`config.mk`:
```
export PLATFORM = sky130hd
export DESIGN_NAME = flash_dump_manager
export DESIGN_NICKNAME = d
export VERILOG_FILES = /design/src/rtl/flash_dump_manager.sv
export SDC_FILE = /design/constraint.sdc
export NUM_CORES = 1
export LEC_CHECK = 0
export CAP_MARGIN = 20
export CORE_MARGIN = 2
export CORE_UTILIZATION = 45
export DETAILED_ROUTE_END_ITERATION = 12
export GPL_TIMING_DRIVEN = 0
export HOLD_SLACK_MARGIN = 0.1
export PLACE_DENSITY = 0.72
export REMOVE_ABC_BUFFERS = 1
export SYNTH_ARGS = -nofsm -noshare
export SYNTH_HDL_FRONTEND = slang
export SYNTH_SLANG_ARGS = --single-unit
```
`constraint.sdc`:
```
create_clock -name CLK_50MHZ -period 1.7 [get_ports CLK_50MHZ]
set_input_delay 0.34 -clock CLK_50MHZ [delete_from_list [all_inputs] [get_ports CLK_50MHZ]]
set_output_delay 0.34 -clock CLK_50MHZ [all_outputs]
set_load 0.05 [all_outputs]
```
`src/rtl/flash_dump_manager.sv`:
```
// Reads a contiguous (possibly wrapping) flash address range and streams each
// byte to the RS232 transmitter, one flash read and one transmit handshake per byte.
module flash_dump_manager #(
  parameter logic [7:0]  START_ADDR = 8'h00,
  parameter logic [7:0]  LAST_ADDR  = 8'hFF,
  parameter int unsigned FL_TIMEOUT = 1000
) (
  input  logic       CLK_50MHZ,
  input  logic       RST,
  input  logic       START,
  output logic [7:0] FL_ADDR,
  output logic       FL_TRG,
  output logic       FL_FLOW,
  input  logic [7:0] FL_DATA,
  input  logic       FL_STATUS,
  output logic [7:0] RS_DATAIN,
  output logic       RS_TRG_WRITE,
  input  logic       RS_DONE,
  output logic       BUSY,
  output logic       DONE,
  output logic       ERR
);

  typedef enum logic [2:0] {
    S_IDLE, S_REQ_FL, S_WAIT_FL, S_SEND, S_WAIT_RS, S_FINISH
  } state_e;

  localparam logic [15:0] TMO_LAST = 16'(FL_TIMEOUT - 1);

  state_e      state_q;
  logic [7:0]  addr_q, rs_data_q;
  logic [15:0] cnt_q;
  logic        fl_trg_q, fl_flow_q, rs_trg_q, busy_q, done_q, err_q;

  logic [7:0]  addr_d;
  logic [15:0] cnt_d;

  assign addr_d = addr_q + 8'd1;
  assign cnt_d  = cnt_q + 16'd1;

  // Pulse outputs are asserted on the edge that enters their state, so
  // FL_TRG, RS_TRG_WRITE and DONE are high exactly while in REQ_FL/SEND/FINISH.
  always_ff @(posedge CLK_50MHZ) begin
    if (RST) begin
      state_q   <= S_IDLE;
      addr_q    <= START_ADDR;
      rs_data_q <= 8'h00;
      cnt_q     <= 16'd0;
      fl_trg_q  <= 1'b0;
      fl_flow_q <= 1'b1;
      rs_trg_q  <= 1'b0;
      busy_q    <= 1'b0;
      done_q    <= 1'b0;
      err_q     <= 1'b0;
    end else begin
      fl_trg_q  <= 1'b0;
      fl_flow_q <= 1'b1;
      rs_trg_q  <= 1'b0;
      done_q    <= 1'b0;
      unique case (state_q)
        S_IDLE: begin
          if (START) begin
            addr_q   <= START_ADDR;
            err_q    <= 1'b0;
            busy_q   <= 1'b1;
            fl_trg_q <= 1'b1;
            state_q  <= S_REQ_FL;
          end
        end
        S_REQ_FL: begin
          cnt_q   <= 16'd0;
          state_q <= S_WAIT_FL;
        end
        S_WAIT_FL: begin
          // Data arriving on the expiry cycle still wins over the timeout.
          if (FL_STATUS) begin
            rs_data_q <= FL_DATA;
            rs_trg_q  <= 1'b1;
            state_q   <= S_SEND;
          end else if (cnt_q == TMO_LAST) begin
            err_q   <= 1'b1;
            busy_q  <= 1'b0;
            state_q <= S_IDLE;
          end else begin
            cnt_q <= cnt_d;
          end
        end
        S_SEND: state_q <= S_WAIT_RS;
        S_WAIT_RS: begin
          if (RS_DONE) begin
            if (addr_q == LAST_ADDR) begin
              done_q  <= 1'b1;
              state_q <= S_FINISH;
            end else begin
              addr_q   <= addr_d;
              fl_trg_q <= 1'b1;
              state_q  <= S_REQ_FL;
            end
          end
        end
        S_FINISH: begin
          busy_q  <= 1'b0;
          state_q <= S_IDLE;
        end
        default: state_q <= S_IDLE;
      endcase
    end
  end

  assign FL_ADDR      = addr_q;
  assign FL_TRG       = fl_trg_q;
  assign FL_FLOW      = fl_flow_q;
  assign RS_DATAIN    = rs_data_q;
  assign RS_TRG_WRITE = rs_trg_q;
  assign BUSY         = busy_q;
  assign DONE         = done_q;
  assign ERR          = err_q;

endmodule
```
==> metrics.md, run 1 <==
| Metric | Value |
|---|---|
| Clk buf depth | `2` |
| Worst-path fanout max | `4` |
| Most frequent cells in the layout | `dfxtp_1 (31), nand2_1 (30), dlygate4sd2_1 (22), a21oi_1 (21), buf_4 (20)` |
| Nets@finish | `320` |
| Number of max-cap violations | `0` |
| Ports | `35` |
| Antenna Nets Post-Route | `0` |
| Synth Warn # | `0` |
| CP endpoint kind | `register` |
| Critical path data arrival time | `about 2 ns` |
| Row Count | `24` |
| 1st-iter DRT viols | `between 100 and 150` |
| Crit Path Class | `reg -> reg` |
| Via count | `approximately 2200` |
| HPWL after DPL | `between 3 and 4 mm` |
| Placed Cells | `approximately 320` |
| Area Overhead vs Synth | `43.0%` |
| Share of cells above drive strength 1 | `between 20 and 30%` |
| Final Worst Setup Slack | `-0.101 ns` |
| # DRC | `0` |
| Final core occ | `about two thirds` |
| Synthesized instance count | `between 200 and 300` |
| Synth Cell Area | `~0.0021 mm²` |
| Failing checks | `negative setup slack` |
| CTS Buf Count | `5` |
| Post-layout min period | `between 1.5 and 2 ns` |
| Die area | `around 0.0052 mm²` |
| Core Footprint | `about 0.0044 mm²` |
| I/O Buffers | `33` |
| PwrDens | `around 800 mW/mm²` |
| Initial Util | `47.2%` |
| Worst EP required | `about 1.9 ns` |
| Pin count of the biggest net entering global routing | `29` |
| Drt first pass iters | `4` |
| TritonCTS clock tree | `done` |
| Post-synth cell types | `just over 50` |
| Number of global-route vias before repair | `roughly 2000` |
| Final wirelength | `slightly below 6 mm` |
| Status | `finished, violations left` |
| Clk root buf | `clkbuf_8` |
| Commonest non-fill, non-tap cell in the layout | `dfxtp_1` |
| ANT cells | `0` |
| Hold crit path type | `reg -> reg` |
| Syn_area_per_cell | `around 8 µm²` |
| H-tree Lvls | `2` |
| Slew Limit Fails | `0` |
| Main synth FF type | `dfxtp_1` |
| Die Y-Extent | `approximately 72 µm` |
| Total GRT Usage | `approximately 23%` |
| Total gr overflow | `0` |
| Fmax | `555 MHz` |
| Worst skew pair latency | `around 0.3 ns` |
| Worst vdd ir | `about 0.67 mV` |
| Routed vias/inst | `6.20` |
| Setup TNS | `-0.397 ns` |
| Clock sinks | `40` |
| Sequential cell area fraction in the yosys report | `38.7%` |
| Hold buffers post-CTS | `0` |
| Leakage | `between 1 and 1.5 nW` |
| Non-filler cells, final | `between 300 and 400` |
| Initial antenna violation count | `0` |
| Clock-pin slew on the worst setup and hold paths | `approximately 0.090 ns` |
| Post-synth EDFFs | `0` |
| Setup-failing EPs final | `11` |
| Unrepaired setup endpoints after global routing | `true` |
| Worst Setup Start Kind | `register` |
| Synthesized flop and latch total | `40` |
| Max-slew headroom | `between 50% and 60%` |
| Clk_skew | `between 0.01 and 0.015 ns` |
| Final GP Congestion | `around 0.8` |
| Least-Margin Pin Slew | `around 0.71 ns` |
| Final Hold Violating Endpoints | `0` |
| # fillers | `between 300 and 400` |
| Die X | `~72 µm` |
| First-pass GRT wire length | `around 9.5 mm` |
| Wirelength per Cell | `between 15 and 20 µm` |
| Final Cycle Share | `106%` |
| Asr flop ratio synth | `0%` |
## through the flow
step | power, mW | cell area (µm²) | worst slack [ns] | hold WS, ns
3_3_place_gp | 1.41 | 2390 | -1.31 | 0.441
2_1_floorplan | 1.26 | 1990 | -0.510 | 0.409
5_1_grt | 2.45 | 2960 | -0.161 | 0.473
3_5_place_dp | 1.41 | 2410 | -0.835 | 0.447
6_report | 2.36 | 2960 | -0.101 | 0.454
4_1_cts | 2.30 | 2780 | -0.0858 | 0.457
## layer usage
metal	wire length (µm)	share of wire, %	vias to the layer above	track usage [%]
met4	91	1.6	0	7.76
li1	-	-	1063	-
met2	2750	48	77	37.2
met5	0	0	-	0
met1	2540	44	1069	31.1
met3	375	6.5	10	4.50
## final cells by class
class                           instances  area [µm²]  area share, %
Clock buffer                            5        68.8           2.33
Multi-Input combinational cell        186        1330           44.8
Sequential cell                        40         827           28.0
Timing Repair Buffer                   63         589           19.9
Clock inverter                          3        47.5           1.61
Inverter                                9        33.8           1.14
Tap cell                               52        65.1           2.20
## flip-flops by register name, summed over array words and instances (netlist names)
signal and cells:
BUSY 1, state_q 3, FL_ADDR 8, RS_TRG_WRITE 1, ERR 1, FL_TRG 1, RS_DATAIN 8, cnt_q 16
DONE 1
## Yosys cell counts (2+ instances only)
library cell | n | share of area, %
dfxtp_1 | 40 | 39
nor3_1 | 4 | 0.97
a22oi_1 | 2 | 0.73
clkbuf_1 | 9 | 1.6
nand2_1 | 32 | 5.8
ha_1 | 2 | 1.2
nor3b_1 | 2 | 0.73
a21oi_1 | 24 | 5.8
o31ai_1 | 2 | 0.73
nor3b_2 | 2 | 1.2
a41oi_1 | 2 | 0.85
o211ai_1 | 10 | 3.6
a311oi_1 | 4 | 1.7
and3_1 | 3 | 0.91
nand3b_1 | 2 | 0.73
inv_1 | 8 | 1.5
nor2_1 | 12 | 2.2
nand2b_1 | 2 | 0.60
o311ai_0 | 5 | 2.1
nor4bb_1 | 2 | 0.97
buf_2 | 4 | 0.97
nand3_1 | 12 | 2.9
nor4_1 | 5 | 1.5
o21ai_0 | 8 | 1.9
and4_1 | 3 | 1.3
or4_1 | 7 | 2.5
nor2b_1 | 2 | 0.60
nand4_1 | 11 | 3.3
or4b_1 | 2 | 0.97
a31oi_1 | 4 | 1.2
or3_1 | 4 | 1.2
## final timing paths
kind                             start                         to  slack [ns]  cells past startpoint
max            state_q[2]$_SDFFE_PP0P_     cnt_q[11]$_SDFFE_PP0P_       -0.10                      4
min          RS_DATAIN[6]$_SDFFE_PP0P_  RS_DATAIN[6]$_SDFFE_PP0P_        0.45                      2
max reg2reg    state_q[2]$_SDFFE_PP0P_     cnt_q[11]$_SDFFE_PP0P_       -0.10                      4
min reg2reg  RS_DATAIN[6]$_SDFFE_PP0P_  RS_DATAIN[6]$_SDFFE_PP0P_        0.45                      2
## worst max-delay path, cell delays in order (launching register included)
cell,delay [ns]
dfxtp_4,0.37
or4b_4,0.58
buf_6,0.16
or4b_4,0.52
o311ai_4,0.07
## cells by family after synthesis
group                      count (synthesis)  synth area share [%]
adders and majority gates                  2                  1.21
DFF                                       40                  38.7
other                                      1                 0.181
AOI/OAI and AO/OA                         66                  21.1
buffers and inverters                     25                  5.38
xor gates and xnor gates                   2                 0.847
and+or+nand+nor                          114                  32.1
muxes                                      1                 0.484
## report_power, final
group          total (mW)  internal [mW]  leakage [nW]  switching [mW]
sequential          0.991          0.968         0.329          0.0238
combinational       0.555          0.219         0.674           0.337
clock               0.809          0.442        0.0583           0.367
## repair_timing
item / 4_1_cts / 5_1_grt
endpoints found under the hold margin: 0 / 0
pin swaps: 19 / 19
cloned: 0 / 0
endpoints found under the setup margin: 61 / 35
gates resized for setup: 59 / 33
buffers inserted: 20 / 10
(Power assumes the default switching activity.)
==> inputs of run 2 (changes only) <==
--- a/config.mk
+++ b/config.mk
@@ -12,7 +12,6 @@
 export GPL_TIMING_DRIVEN = 0
 export HOLD_SLACK_MARGIN = 0.1
 export PLACE_DENSITY = 0.72
-export REMOVE_ABC_BUFFERS = 1
 export SYNTH_ARGS = -nofsm -noshare
 export SYNTH_HDL_FRONTEND = slang
 export SYNTH_SLANG_ARGS = --single-unit
==> constraint.sdc (replaced) <==
create_clock -name CLK_50MHZ -period 1.6 [get_ports CLK_50MHZ]
set_input_delay 0.32 -clock CLK_50MHZ [delete_from_list [all_inputs] [get_ports CLK_50MHZ]]
set_output_delay 0.32 -clock CLK_50MHZ [all_outputs]
set_load 0.05 [all_outputs]
==> run 2 against run 1 <==
Combinational power increased by 19%. Register-to-register slack got worse by 0.05 ns. Flip-flop and latch count stayed put. The run still ends with negative setup slack left. Worst setup slack worse by 0.049 ns. Global-route usage grew 2.6 points. Largest power group unchanged.
==> metrics.md, run 2 (synthesized netlist as in run 1, its figures left out) <==
| Metric | Value |
|---|---|
| 1st-iter DRT viols | `326 (+160%)` |
| Placement Setup Slack | `-0.806 ns (+0.0294 ns)` |
| Routed vias/inst | `6.19 (-0.12%)` |
| Critical path data arrival time | `1.98 ns (-0.03 ns)` |
| Syn Nets | `between 200 and 300` |
| Row Count | `24 (unchanged)` |
| Reg with most FFs | `cnt_q` |
| Status | `finished, violations left` |
| Drt first pass iters | `4 (unchanged)` |
| Worst skew pair latency | `0.30 ns (about the same)` |
| I/O Buffers | `32 (-3.0%)` |
| Initial Util | `47.2% (unchanged)` |
| Die X | `71.8 µm (unchanged)` |
| Initial antenna violation count | `0 (unchanged)` |
| Ports | `35 (unchanged)` |
| Final Hold Violating Endpoints | `0 (unchanged)` |
| Leakage | `1.18 nW (+11%)` |
| Post-layout min period | `1.75 ns (-0.0515 ns)` |
| First-pass GRT wire length | `10.4 mm (+9.9%)` |
| Die Y-Extent | `71.8 µm (unchanged)` |
| Slew Limit Fails | `0 (unchanged)` |
| ANT cells | `0 (unchanged)` |
| Least-Margin Pin Slew | `0.554 ns (-0.152 ns)` |
| Share of cells above drive strength 1 | `41.2% (+15 points)` |
| CTS Buf Count | `5 (unchanged)` |
| Crit Path Class | `reg -> reg` |
| Number of max-cap violations | `0 (unchanged)` |
| Area Overhead vs Synth | `56.3%` |
| Core Footprint | `0.00438 mm² (unchanged)` |
| Worst EP required | `1.83 ns (-0.08 ns)` |
| # DRC | `0 (unchanged)` |
| Number of flip-flops under the largest register name | `16 (unchanged)` |
| Most frequent cells in the layout | `buf_4 (30), dfxtp_1 (21), nand2_1 (21), dlygate4sd2_1 (21), a21oi_1 (15)` |
| Antenna Nets Post-Route | `0 (unchanged)` |
| Via count | `2334 (+5.2%)` |
| Number of global-route vias before repair | `2122 (+6.7%)` |
| Final wirelength | `6.70 mm (+16%)` |
| Final Cycle Share | `109% (+3.4 points)` |
| H-tree Lvls | `2 (unchanged)` |
| Failing checks | `negative setup slack` |
| Worst Setup Start Kind | `register` |
| Final Worst Setup Slack | `-0.150 ns (-0.0485 ns)` |
| Pin count of the biggest net entering global routing | `14 (-52%)` |
| Clock sinks | `40 (unchanged)` |
| Nets@finish | `339 (+5.9%)` |
| Max-slew headroom | `63.0% (+10 points)` |
| Final GP Congestion | `0.800 (-1.9%)` |
| Total GRT Usage | `25.7% (+2.6 points)` |
| Unrepaired setup endpoints after global routing | `true` |
| Total gr overflow | `0 (unchanged)` |
| Clock-pin slew on the worst setup and hold paths | `0.09 ns (about the same)` |
| Worst vdd ir | `0.624 mV (-6.8%)` |
| Final core occ | `73.7% (+6.3 points)` |
| Die area | `0.00515 mm² (unchanged)` |
| PwrDens | `744 mW/mm² (-6.6%)` |
| Wirelength per Cell | `17.8 µm (+10%)` |
| HPWL after DPL | `3.78 mm (+16%)` |
| Clk_skew | `0.00877 ns (-0.00176 ns)` |
| Commonest non-fill, non-tap cell in the layout | `buf_4` |
| Clk root buf | `clkbuf_8` |
| Worst hold slack | `0.460 ns (+0.00556 ns)` |
| Fmax | `572 MHz (+2.9%)` |
| TritonCTS clock tree | `done` |
| Hold crit path type | `reg -> reg` |
| Hold buffers post-CTS | `0 (unchanged)` |
| Setup-failing EPs final | `17 (+6)` |
| CP endpoint kind | `register` |
| R2r setup slk | `-0.15 ns (-0.05 ns)` |
| Worst-path fanout max | `7 (+3)` |
| Clk buf depth | `2 (unchanged)` |
==> run 2: cell types whose count changed in the layout (fill, tap and decap cells not counted), moves of 4 or more <==
| cell | before | now |
|---|---|---|
| dfxtp_1 | 31 | 21 |
| dfxtp_2 | 3 | 13 |
| clkbuf_2 | 1 | 5 |
| or4_4 | 4 | 0 |
| buf_4 | 20 | 30 |
| nand2_2 | 2 | 10 |
| nand2_1 | 30 | 21 |
| or4_1 | 3 | 7 |
| a21oi_2 | 3 | 9 |
| a21oi_1 | 21 | 15 |
==> run 2: final timing paths <==
check / cells past startpoint / end / startpoint
max: 4 / cnt_q[0]$_SDFFE_PP0P_ / state_q[2]$_SDFFE_PP0P_
min: 2 / RS_DATAIN[6]$_SDFFE_PP0P_ / RS_DATAIN[6]$_SDFFE_PP0P_
max reg2reg: 4 / cnt_q[0]$_SDFFE_PP0P_ / state_q[2]$_SDFFE_PP0P_
min reg2reg: 2 / RS_DATAIN[6]$_SDFFE_PP0P_ / RS_DATAIN[6]$_SDFFE_PP0P_
==> run 2: metal layers <==
layer	part of all wire, %	GRT usage [%]	up-vias
met5	0	0	-
met4	1.1	10.3	0
met3	6.8	6.19	8
met2	48	38.5	97
met1	45	35.7	1124
li1	-	-	1105
==> run 2: layout make-up <==
type / instances / area, µm²
plain buffers: 14 / 126
clock buffers: 6 / 72.6
clock inverters: 2 / 11.3
fillers: 325 / 1150
inverters: 9 / 37.5
multi-input cells: 186 / 1480
flip-flops and latches: 40 / 840
well taps: 52 / 65.1
repair buffers: 68 / 596
==> run 2: critical path, stage by stage (launching register included) <==
cell and delay, ns:
dfxtp_4 0.37, or4b_4 0.60, clkbuf_16 0.19, or3_4 0.37, a21oi_2 0.13
==> run 2: report_power, final <==
part	leakage (nW)	switching [mW]	internal, mW
clock network	0.0455	0.388	0.307
registers	0.335	0.0270	1.02
logic	0.801	0.385	0.275
total	1.18	0.800	1.61
==> run 2: per-stage QoR <==
stage	total power, mW	cells	setup TNS [ns]	area (µm²)
floorplan	1.39	251	-0.0374	2160
global placement	1.54	335	-19.20	2550
detailed placement	1.54	335	-19.53	2550
CTS	2.31	364	-0.519	2930
global route	2.49	377	-2.69	3230
finish	2.41	377	-1.20	3230
==> run 2: repair_timing <==
item,CTS,global route
gates cloned,1,0
pin swaps,28,44
buffers inserted,22,13
endpoints found under the hold margin,0,0
endpoints found under the setup margin,59,37
resized for setup,71,52
==> inputs of run 3 (changes only) <==
--- a/config.mk
+++ b/config.mk
@@ -6,6 +6,7 @@
 export NUM_CORES = 1
 export LEC_CHECK = 0
 export CAP_MARGIN = 20
+export CORE_ASPECT_RATIO = 1.5
 export CORE_MARGIN = 2
 export CORE_UTILIZATION = 45
 export DETAILED_ROUTE_END_ITERATION = 12
@@ -15,3 +16,4 @@
 export SYNTH_ARGS = -nofsm -noshare
 export SYNTH_HDL_FRONTEND = slang
 export SYNTH_SLANG_ARGS = --single-unit
+export TNS_END_PERCENT = 30
==> run 3 against run 2 <==
The flow still finishes with violations (negative setup slack). Worst setup slack lost 0.032 ns. Global-route usage shrank 0.96 points. Critical path depth grew 1. Clock-buffer cell count shrank 1. Combinational power shrank 9.7%. Flip-flop and latch count is the same. First-iteration DRC count shrank 53%. Clock skew shrank 0.0023 ns. Non-clock buffer count shrank 16. Hold slack lost 0.0096 ns. Critical endpoint is now cnt_q[15]$_SDFFE_PP0P_. Largest cell class unchanged.
==> metrics.md, run 3 (synthesized netlist as in run 1, its figures left out) <==
| Metric | Value |
|---|---|
| Initial antenna violation count | `0 (unchanged)` |
| HPWL after DPL | `3.92 mm (+3.7%)` |
| Multi-input logic area | `0.00139 mm² (-6.1%)` |
| Pin count of the biggest net entering global routing | `15 (+1)` |
| Placement Setup Slack | `-0.908 ns (-0.102 ns)` |
| Clk_skew | `0.00644 ns (-0.00233 ns)` |
| Routed vias/inst | `6.47 (+4.6%)` |
| Worst flop-to-flop path startpoint | `state_q[2]$_SDFFE_PP0P_` |
| Antenna Nets Post-Route | `0 (unchanged)` |
| Drt first pass iters | `5 (+1)` |
| Worst vdd ir | `0.718 mV (+15%)` |
| Worst Setup Start Kind | `register` |
| Number of global-route vias before repair | `2063 (-2.8%)` |
| R2r setup slk | `-0.18 ns (-0.03 ns)` |
| Total gr overflow | `0 (unchanged)` |
| First-pass GRT wire length | `9.76 mm (-6.3%)` |
| Reg-to-reg endpoint | `cnt_q[15]$_SDFFE_PP0P_` |
| # DRC | `0 (unchanged)` |
| Number of max-cap violations | `0 (unchanged)` |
| H-tree Lvls | `2 (unchanged)` |
| Slowest stage delay, CP | `0.51 ns (-0.09 ns)` |
| Setup-failing EPs final | `18 (+1)` |
| Number of flip-flops under the largest register name | `16 (unchanged)` |
| ANT cells | `0 (unchanged)` |
| Hold Crit Start | `RS_DONE` |
| TritonCTS clock tree | `done` |
| Final Worst Setup Slack | `-0.182 ns (-0.0322 ns)` |
| Critical Path Source | `state_q[2]$_SDFFE_PP0P_` |
| Unrepaired setup endpoints after global routing | `true` |
| Max-slew headroom | `55.4% (-7.7 points)` |
| Wirelength per Cell | `17.7 µm (-0.17%)` |
| Row Count | `30 (+25%)` |
| Worst skew pair latency | `0.30 ns (about the same)` |
| Worst-path fanout max | `4 (-3)` |
| Worst EP required | `1.84 ns (about the same)` |
| Share of cells above drive strength 1 | `30.4% (-11 points)` |
| Crit Path Class | `reg -> reg` |
| Cells on worst reg2reg path | `5 (+1)` |
| Worst-case hold path end point | `DONE$_SDFF_PP0_` |
| Hold path depth | `3 (+1)` |
| 1st-iter DRT viols | `154 (-53%)` |
| # fillers | `346 (+6.5%)` |
| Clock sinks | `40 (unchanged)` |
| Die area | `0.00517 mm² (+0.22%)` |
| Register area | `835 µm² (-0.60%)` |
| Setup TNS | `-1.22 ns (-0.0208 ns)` |
| Hold crit path type | `in -> reg` |
| CTS Buf Count | `5 (unchanged)` |
| Fmax | `561 MHz (-1.8%)` |
| Commonest non-fill, non-tap cell in the layout | `nand2_1` |
| Ports | `35 (unchanged)` |
| Core Footprint | `0.00447 mm² (+1.9%)` |
| Least-Margin Pin Slew | `0.663 ns (+0.109 ns)` |
| Status | `finished, violations left` |
| Failing checks | `negative setup slack` |
| Syn Nets | `266 (unchanged)` |
| Slowest CP cell | `or4_1` |
| Nets@finish | `323 (-4.7%)` |
| Final core occ | `68.3% (-5.4 points)` |
| Area Overhead vs Synth | `47.5%` |
| Final Cycle Share | `111% (+2.0 points)` |
| Clock-pin slew on the worst setup and hold paths | `0.08 ns (about the same)` |
| Most frequent cells in the layout | `nand2_1 (30), dfxtp_1 (23), a21oi_1 (22), dlygate4sd2_1 (21), buf_4 (13)` |
| I/O Buffers | `32 (unchanged)` |
| Total GRT Usage | `24.8% (-0.96 points)` |
| Post-layout min period | `1.78 ns (+0.0322 ns)` |
| PwrDens | `822 mW/mm² (+10%)` |
| Final wirelength | `6.33 mm (-5.5%)` |
| Clk buf depth | `2 (unchanged)` |
| Die Y-Extent | `87.0 µm (+21%)` |
| Reg with most FFs | `cnt_q` |
| Leakage | `1.10 nW (-6.9%)` |
| Via count | `2311 (-0.99%)` |
| Initial Util | `46.3% (-0.87 points)` |
| Critical path data arrival time | `2.02 ns (+0.04 ns)` |
| Die X | `59.4 µm (-17%)` |
| Final GP Congestion | `0.829 (+3.6%)` |
| Slew Limit Fails | `0 (unchanged)` |
| CP endpoint kind | `register` |
| Final Hold Violating Endpoints | `0 (unchanged)` |
| Clk root buf | `clkbuf_8` |
| CP cell instances | `buf_6 -> nor4b_4 -> nand4_2 -> or4_1 -> a21oi_1` |
[run 3: per-layer routing]
layer	vias up	wire (µm)	global-route usage [%]
met5	-	0	0
met4	0	346	14.3
met3	36	382	5.50
met2	104	3260	42.5
met1	1100	2340	27.1
li1	1071	-	-
[run 3: cell type report]
class / count / area share, %
Buffer: 13 / 3.61
Clock buffer: 5 / 2.26
Clock inverter: 3 / 1.56
Inverter: 9 / 1.15
Multi-Input combinational cell: 186 / 45.7
Sequential cell: 40 / 27.4
Tap cell: 48 / 1.97
Timing Repair Buffer: 53 / 16.4
[run 3: power by group]
part	total [mW]	internal, mW	switching (mW)
clock	0.860	0.470	0.390
sequential	1.05	1.03	0.0266
combinational	0.596	0.230	0.366
total	2.51	1.73	0.783
[run 3: worst max-delay path, delay by kind of cell, from the launching register on]
kind,cells,cell delay (ns)
AO/OA/AOI/OAI,1,0.13
buffers and inverters,1,0.12
AND/OR/NAND/NOR,3,1.11
flip-flops,1,0.37
[run 3: per-stage QoR]
step                instances  total power [mW]  area (µm²)  hold slack [ns]
global placement          331              1.54        2540            0.442
finish                    357              2.51        3050            0.450
global route              357              2.60        3050            0.469
CTS                       352              2.45        2890            0.446
detailed placement        331              1.54        2540            0.446
floorplan                 251              1.39        2160            0.456
[run 3: what timing repair did]
item,in CTS,in global routing
pin swaps,31,25
cloned,1,0
hold buffers,0,0
endpoints found under the setup margin,60,36
buffers inserted,14,6
gates resized for setup,68,32
[run 3: worst max-delay path by stage]
stage                               to  slack, ns  cells after the start
6_report        cnt_q[15]$_SDFFE_PP0P_      -0.18                      5
2_1_floorplan  state_q[1]$_SDFFE_PP0P_      -0.07                      6
3_5_place_dp    cnt_q[10]$_SDFFE_PP0P_      -0.91                      5
3_3_place_gp     cnt_q[2]$_SDFFE_PP0P_      -0.90                      5
4_1_cts        FL_ADDR[5]$_SDFFE_PP0P_      -0.12                      5
5_1_grt         cnt_q[15]$_SDFFE_PP0P_      -0.22                      5
